**config.mk**
```make
export PLATFORM = sky130hd
export DESIGN_NAME = alarm_setter
export DESIGN_NICKNAME = d
export VERILOG_FILES = /design/src/rtl/alarm_setter.sv
export SDC_FILE = /design/constraint.sdc
export NUM_CORES = 1
export LEC_CHECK = 0
export BUFFER_PORTS_ARGS = -buffer_cell sky130_fd_sc_hd__buf_4
export CORE_MARGIN = 3
export CORE_UTILIZATION = 31
export CTS_CLUSTER_SIZE = 8
export DETAILED_ROUTE_END_ITERATION = 10
export GPL_ROUTABILITY_DRIVEN = 0
export GPL_TIMING_DRIVEN = 0
export SYNTH_ARGS = -nofsm -noshare
export SYNTH_HDL_FRONTEND = slang
export SYNTH_SLANG_ARGS = --single-unit
```
**constraint.sdc**
```tcl
create_clock -name clk -period 2 [get_ports clk]
set_input_delay 0.1 -clock clk [delete_from_list [all_inputs] [get_ports clk]]
set_output_delay 0.1 -clock clk [all_outputs]
set_load 0.005 [all_outputs]
```
**src/rtl/alarm_setter.sv**
```systemverilog
// Purpose: debounces mode/inc/set buttons and runs the time/alarm edit FSM feeding top_alarm.
// Latency: button press -> event pulse at DEBOUNCE_CYCLES+3, register update at DEBOUNCE_CYCLES+4.
// Backpressure: none; events are single-cycle pulses and outputs are plain registered levels.
module alarm_setter #(
    parameter int DEBOUNCE_CYCLES = 1_000_000
) (
    input  logic       clk,
    input  logic       rst,
    input  logic       btn_mode,
    input  logic       btn_inc,
    input  logic       btn_set,
    output logic [3:0] hourdec_init,
    output logic [3:0] hourone_init,
    output logic [3:0] mindec_init,
    output logic [3:0] minone_init,
    output logic       init_load,
    output logic [3:0] hourdec_bud,
    output logic [3:0] hourone_bud,
    output logic [3:0] mindec_bud,
    output logic [3:0] minone_bud,
    output logic       bud_en,
    output logic [2:0] edit_state
);

    // Counter must be able to hold DEBOUNCE_CYCLES itself: the level flips on the
    // mismatching cycle seen while the counter already sits at the limit.
    localparam int                CNT_W     = $clog2(DEBOUNCE_CYCLES + 1);
    localparam logic [CNT_W-1:0]  CNT_LIMIT = CNT_W'(DEBOUNCE_CYCLES);

    // Button lane indices inside the packed button vectors.
    localparam int B_MODE = 0;
    localparam int B_INC  = 1;
    localparam int B_SET  = 2;

    // Edit states; 5..7 are unreachable and fall back to IDLE.
    localparam logic [2:0] ST_IDLE   = 3'd0;
    localparam logic [2:0] ST_T_HOUR = 3'd1;
    localparam logic [2:0] ST_T_MIN  = 3'd2;
    localparam logic [2:0] ST_A_HOUR = 3'd3;
    localparam logic [2:0] ST_A_MIN  = 3'd4;

    // ------------------------------------------------------------------
    // Button conditioning
    // ------------------------------------------------------------------
    logic [2:0]       btn_raw;
    logic [2:0]       sync1_q, sync1_d;
    logic [2:0]       sync2_q, sync2_d;
    logic [2:0]       db_q, db_d;
    logic [2:0]       db_prev_q, db_prev_d;
    logic [2:0]       evt_q, evt_d;
    logic [CNT_W-1:0] cnt_q [3];
    logic [CNT_W-1:0] cnt_d [3];

    assign btn_raw = {btn_set, btn_inc, btn_mode};

    // Synchronize, debounce by counting disagreeing cycles, and pulse on debounced rise.
    always_comb begin
        sync1_d   = btn_raw;
        sync2_d   = sync1_q;
        db_d      = db_q;
        db_prev_d = db_q;
        evt_d     = db_q & ~db_prev_q;
        for (int i = 0; i < 3; i++) begin
            cnt_d[i] = '0;
            if (sync2_q[i] != db_q[i]) begin
                if (cnt_q[i] == CNT_LIMIT) begin
                    db_d[i] = sync2_q[i];
                end else begin
                    cnt_d[i] = cnt_q[i] + 1'b1;
                end
            end
        end
    end

    // Conditioning registers; reset clears synchronizers, counters and levels.
    always_ff @(posedge clk) begin
        if (rst) begin
            sync1_q   <= '0;
            sync2_q   <= '0;
            db_q      <= '0;
            db_prev_q <= '0;
            evt_q     <= '0;
            for (int i = 0; i < 3; i++) begin
                cnt_q[i] <= '0;
            end
        end else begin
            sync1_q   <= sync1_d;
            sync2_q   <= sync2_d;
            db_q      <= db_d;
            db_prev_q <= db_prev_d;
            evt_q     <= evt_d;
            for (int i = 0; i < 3; i++) begin
                cnt_q[i] <= cnt_d[i];
            end
        end
    end

    // ------------------------------------------------------------------
    // BCD increment helpers ({tens, ones} packed in one byte)
    // ------------------------------------------------------------------
    function automatic logic [7:0] hour_inc(input logic [7:0] v);
        logic [3:0] dec;
        logic [3:0] one;
        dec = v[7:4];
        one = v[3:0];
        if (dec >= 4'd2 && one >= 4'd3) begin
            return 8'h00;
        end else if (one >= 4'd9) begin
            return {dec + 4'd1, 4'd0};
        end else begin
            return {dec, one + 4'd1};
        end
    endfunction

    function automatic logic [7:0] min_inc(input logic [7:0] v);
        logic [3:0] dec;
        logic [3:0] one;
        dec = v[7:4];
        one = v[3:0];
        if (one >= 4'd9) begin
            if (dec >= 4'd5) begin
                return 8'h00;
            end else begin
                return {dec + 4'd1, 4'd0};
            end
        end else begin
            return {dec, one + 4'd1};
        end
    endfunction

    // ------------------------------------------------------------------
    // Edit state machine
    // ------------------------------------------------------------------
    logic       ev_mode, ev_inc, ev_set;
    logic [2:0] state_q, state_d;
    logic [7:0] sh_hr_q, sh_hr_d;   // time shadow being edited
    logic [7:0] sh_mn_q, sh_mn_d;
    logic [7:0] ld_hr_q, ld_hr_d;   // last time handed to the clock
    logic [7:0] ld_mn_q, ld_mn_d;
    logic [7:0] al_hr_q, al_hr_d;   // alarm time
    logic [7:0] al_mn_q, al_mn_d;
    logic       bud_en_q, bud_en_d;
    logic       init_load_q, init_load_d;
    logic       editing_time;

    // Same-cycle events resolve mode > inc > set; losers are dropped.
    assign ev_mode = evt_q[B_MODE];
    assign ev_inc  = evt_q[B_INC] & ~evt_q[B_MODE];
    assign ev_set  = evt_q[B_SET] & ~evt_q[B_MODE] & ~evt_q[B_INC];

    // Next-state and field updates for the edit FSM.
    always_comb begin
        state_d     = state_q;
        sh_hr_d     = sh_hr_q;
        sh_mn_d     = sh_mn_q;
        ld_hr_d     = ld_hr_q;
        ld_mn_d     = ld_mn_q;
        al_hr_d     = al_hr_q;
        al_mn_d     = al_mn_q;
        bud_en_d    = bud_en_q;
        init_load_d = 1'b0;
        case (state_q)
            ST_IDLE: begin
                if (ev_mode) begin
                    state_d = ST_T_HOUR;
                    sh_hr_d = 8'h00;
                    sh_mn_d = 8'h00;
                end else if (ev_set) begin
                    bud_en_d = ~bud_en_q;
                end
            end
            ST_T_HOUR: begin
                if (ev_mode) begin
                    state_d = ST_T_MIN;
                end else if (ev_inc) begin
                    sh_hr_d = hour_inc(sh_hr_q);
                end
            end
            ST_T_MIN: begin
                if (ev_mode) begin
                    // Commit the shadow; the strobe lines up with entry to A_HOUR.
                    state_d     = ST_A_HOUR;
                    ld_hr_d     = sh_hr_q;
                    ld_mn_d     = sh_mn_q;
                    init_load_d = 1'b1;
                end else if (ev_inc) begin
                    sh_mn_d = min_inc(sh_mn_q);
                end
            end
            ST_A_HOUR: begin
                if (ev_mode) begin
                    state_d = ST_A_MIN;
                end else if (ev_inc) begin
                    al_hr_d = hour_inc(al_hr_q);
                end
            end
            ST_A_MIN: begin
                if (ev_mode) begin
                    state_d = ST_IDLE;
                end else if (ev_inc) begin
                    al_mn_d = min_inc(al_mn_q);
                end
            end
            default: begin
                state_d = ST_IDLE;
            end
        endcase
    end

    // Edit FSM registers; reset aborts any edit in progress.
    always_ff @(posedge clk) begin
        if (rst) begin
            state_q     <= ST_IDLE;
            sh_hr_q     <= '0;
            sh_mn_q     <= '0;
            ld_hr_q     <= '0;
            ld_mn_q     <= '0;
            al_hr_q     <= '0;
            al_mn_q     <= '0;
            bud_en_q    <= 1'b0;
            init_load_q <= 1'b0;
        end else begin
            state_q     <= state_d;
            sh_hr_q     <= sh_hr_d;
            sh_mn_q     <= sh_mn_d;
            ld_hr_q     <= ld_hr_d;
            ld_mn_q     <= ld_mn_d;
            al_hr_q     <= al_hr_d;
            al_mn_q     <= al_mn_d;
            bud_en_q    <= bud_en_d;
            init_load_q <= init_load_d;
        end
    end

    // While editing the time, the init digits show the live shadow.
    assign editing_time = (state_q == ST_T_HOUR) || (state_q == ST_T_MIN);

    assign {hourdec_init, hourone_init} = editing_time ? sh_hr_q : ld_hr_q;
    assign {mindec_init,  minone_init}  = editing_time ? sh_mn_q : ld_mn_q;
    assign init_load                    = init_load_q;
    assign {hourdec_bud, hourone_bud}   = al_hr_q;
    assign {mindec_bud,  minone_bud}    = al_mn_q;
    assign bud_en                       = bud_en_q;
    assign edit_state                   = state_q;

endmodule

```
==> impl_metrics.yaml <==
critical_path:
  cp.required_ns: 2.31
  path_cells: "or4b_1, or4_4, o211ai_1, buf_4, nor2_1"
  cp.arrival_ns: 2.28
  critPathLaunchType: "flop"
  critPathMaxFanout: 10
  critical_path_class: "reg2reg"
  crit_path_top_delay_cell: "or4b_1"
  slowest_delay_ns: 0.50
  crit_path_end_kind: "flop"
  critPathTopFamily: "simple AND/OR/NAND/NOR gates"
  cp_num_buf_inv: 1
logic_synthesis:
  netlist_instances: 691
  yosysUniqueCellTypes: 55
  synth_edf_count: 0
  async_flop_share_pct: 0
  synth_compound_area_share_pct: 10.3
  synth_xor_area_share_pct: 7.43
  synth-main-ff-cell: "dfxtp_1"
  syn_area_um2: 6010
  yosysWarnings: 0
  avgSynthCellArea_um2: 8.70
  synthAdderAreaFrac_pct: 5.83
  synth_top_family_by_area: "simple AND/OR/NAND/NOR gates"
  synthesis.nets: 724
  synthMuxAreaShare_pct: 3.33
  synth_seq_area_share_pct: 42.6
  synth-simple-area-share_pct: 26.2
  synth-seq-cells: 128
sta:
  fin_worst_skew_ns: 0.00631
  rsz0062_at_grt: "true"
  finalHoldViolCount: 0
  fin_crit_sh_pct: 98.7
  worst-slew-pin-transition_ns: 0.603
  slew_viol_final: 0
  slew_headroom_pct: 59.8
  post-route-min-period_ns: 1.97
  hold_slack_ns: 0.0667
  fmax_mhz: 507
  setup_viol: 0
grt:
  grt_remaining_overflow: 0
  grt_start_max_net_pins: 17
  track_usage_pct: 12.6
  grt_pass1_vias: 4657
  antenna_found_initial: 0
  gr-usage-met2_pct: 19.8
  grt_most_used_layer: "met2"
  met1_usage_pct: 16.9
  grt_pass1_wl_um: 22400
  use_met3_pct: 2.87
floorplan:
  start_util_pct: 31.8
  die_x_um: 145
  die-area_um2: 21100
  core_um2: 18900
  die_h_um: 145
  rows: 50
  pin_count: 42
layout:
  syn2layout_area_growth_pct: 26.8
  final_common_cell: "dfxtp_1"
  n_antenna_cell: 0
  stdcell_area_um2: 7630
  final_layout_size_suffix_gt1_share_pct: 20.2
  fillCellCount: 1903
  seq_area_um2: 2580
  multi_input_comb_area_um2: 3370
  final_cell_mix: "117 x dfxtp_1, 67 x nor2_1, 61 x nand2_1"
  nNetsFinal: 798
drt:
  viasPerCell: 4.78
  detail-route-antenna-nets: 0
  totalWireLength_um: 13300
  routedWlPerCell_um: 12.9
  vias: 4965
  drc: 0
  drt_pre_antenna_iters: 5
  first_iter_violations: 307
clock_tree:
  cts-htree-levels: 4
  cts_sinks: 128
  worstSkewPairLatency_ns: 0.41
  numCtsBuffers: 17
  clkTransAtPathRegs_ns: 0.06
  clockRootBuffer: "clkbuf_16"
  cts_tree: "done"
  cts_buffer_depth: 2
place:
  placed_area_um2: 6650
  portBuffers: 41
  dp_hpwl_um: 9110
hold_path:
  hp-class: "in2reg"
outcome:
  outcome: "finished, final reports clean"
flow_run:
  cap_viol_max_count: 0
pwr:
  power_density_nw_per_um2: 754
  leakage_nw: 2.67
  irDropWorstVdd_mv: 0.415
registers in the layout, indices dropped and copies added (netlist names), 8 cells and up:
signal	flops
al_mn_q	8
cnt_q	60
al_hr_q	8
ld_mn_q	8
sh_hr_q	8
ld_hr_q	8
sh_mn_q	8
synth_stat cells (all sizes together), types with 2 or more instances:
cell type | count | share of area, %
and4 | 5 | 0.73
o21a | 2 | 0.25
o21ai | 22 | 1.8
mux2 | 16 | 3.0
a22oi | 4 | 0.50
ha | 28 | 5.8
and2 | 2 | 0.21
o31ai | 7 | 0.87
and3 | 7 | 0.73
or3 | 20 | 2.1
mux2i | 2 | 0.33
o32ai | 2 | 0.29
xor2 | 24 | 3.5
nand4b | 3 | 0.44
clkbuf | 16 | 1.0
nor2b | 15 | 1.6
nand2b | 4 | 0.42
or3b | 6 | 0.87
nand3b | 5 | 0.62
a31oi | 5 | 0.52
nand2 | 62 | 3.9
nand3 | 36 | 3.1
nor4b | 7 | 1.1
nor3 | 10 | 0.83
o211ai | 5 | 0.62
or4 | 13 | 1.6
xnor2 | 27 | 3.9
o22ai | 3 | 0.31
nand4 | 18 | 2.0
nor2 | 70 | 4.4
inv | 41 | 2.6
nor4 | 7 | 0.73
buf | 8 | 0.75
a211oi | 2 | 0.25
dfxtp | 128 | 43
a21oi | 46 | 3.8
a221oi | 2 | 0.40
timing repair:
| item | CTS | global route |
|---|---|---|
| pin swaps | 1 | 7 |
| resized for setup | 24 | 59 |
| cloned | 1 | 2 |
| endpoints found under the setup margin | 42 | 106 |
| setup buffers | 6 | 6 |
| hold endpoints to repair | 3 | 0 |
| hold buffers | 3 | 0 |
layer usage:
metal	routed length (µm)	part of all wire [%]
met5	0	0
met4	166	1.2
met3	413	3.1
met2	6110	46
met1	6660	50
cell type report:
| type | instances | share of cell area (%) |
|---|---|---|
| Buffer | 21 | 1.71 |
| Clock buffer | 21 | 6.04 |
| Clock inverter | 11 | 1.80 |
| Inverter | 42 | 2.07 |
| Multi-Input combinational cell | 497 | 44.2 |
| Sequential cell | 128 | 33.9 |
| Tap cell | 260 | 4.27 |
| Timing Repair Buffer | 58 | 6.02 |
where the power goes:
group	switching, mW	internal (mW)	leakage [nW]
sequential	0.00454	2.55	1.04
clock	1.11	2.01	0.289
combinational	0.0470	0.0248	1.34
total	1.16	4.59	2.67
tightest hold or removal path, delay by kind of cell:
kind,cells,cell delay (ns)
AO/OA/AOI/OAI,2,0.13
buffers and inverters,1,0.10
AND/OR/NAND/NOR,1,0.10
worst paths after layout:
path                            from                      end  slack (ns)  cells past startpoint
max          cnt_q[0][24]$_SDFF_PP0_  cnt_q[0][26]$_SDFF_PP0_        0.03                      5
min                              rst  al_mn_q[7]$_SDFFE_PP0P_        0.07                      4
max reg2reg  cnt_q[0][24]$_SDFF_PP0_  cnt_q[0][26]$_SDFF_PP0_        0.03                      5
min reg2reg  db_prev_q[1]$_SDFF_PP0_      evt_q[1]$_SDFF_PP0_        0.38                      1
metrics by stage:
stage          setup TNS [ns]  setup WS, ns  cells  util, %  power [mW]
5_1_grt                -0.834       -0.0749   1038     40.4        5.96
3_5_place_dp            -4.54        -0.375    992     35.2        2.68
6_report                    0        0.0268   1038     40.4        5.75
2_1_floorplan               0         0.147    691        -        2.66
3_3_place_gp            -4.66        -0.403    992     35.2        2.68
4_1_cts                -0.138       -0.0158   1034     39.4        5.83
kinds of logic after synthesis:
family / after synthesis
flops: 128
mux: 18
buf+inv: 66
simple gates: 296
xor+xnor: 51
compound gates: 104
fa+ha+maj: 28
No activity file was read; power rests on OpenSTA's default activity.
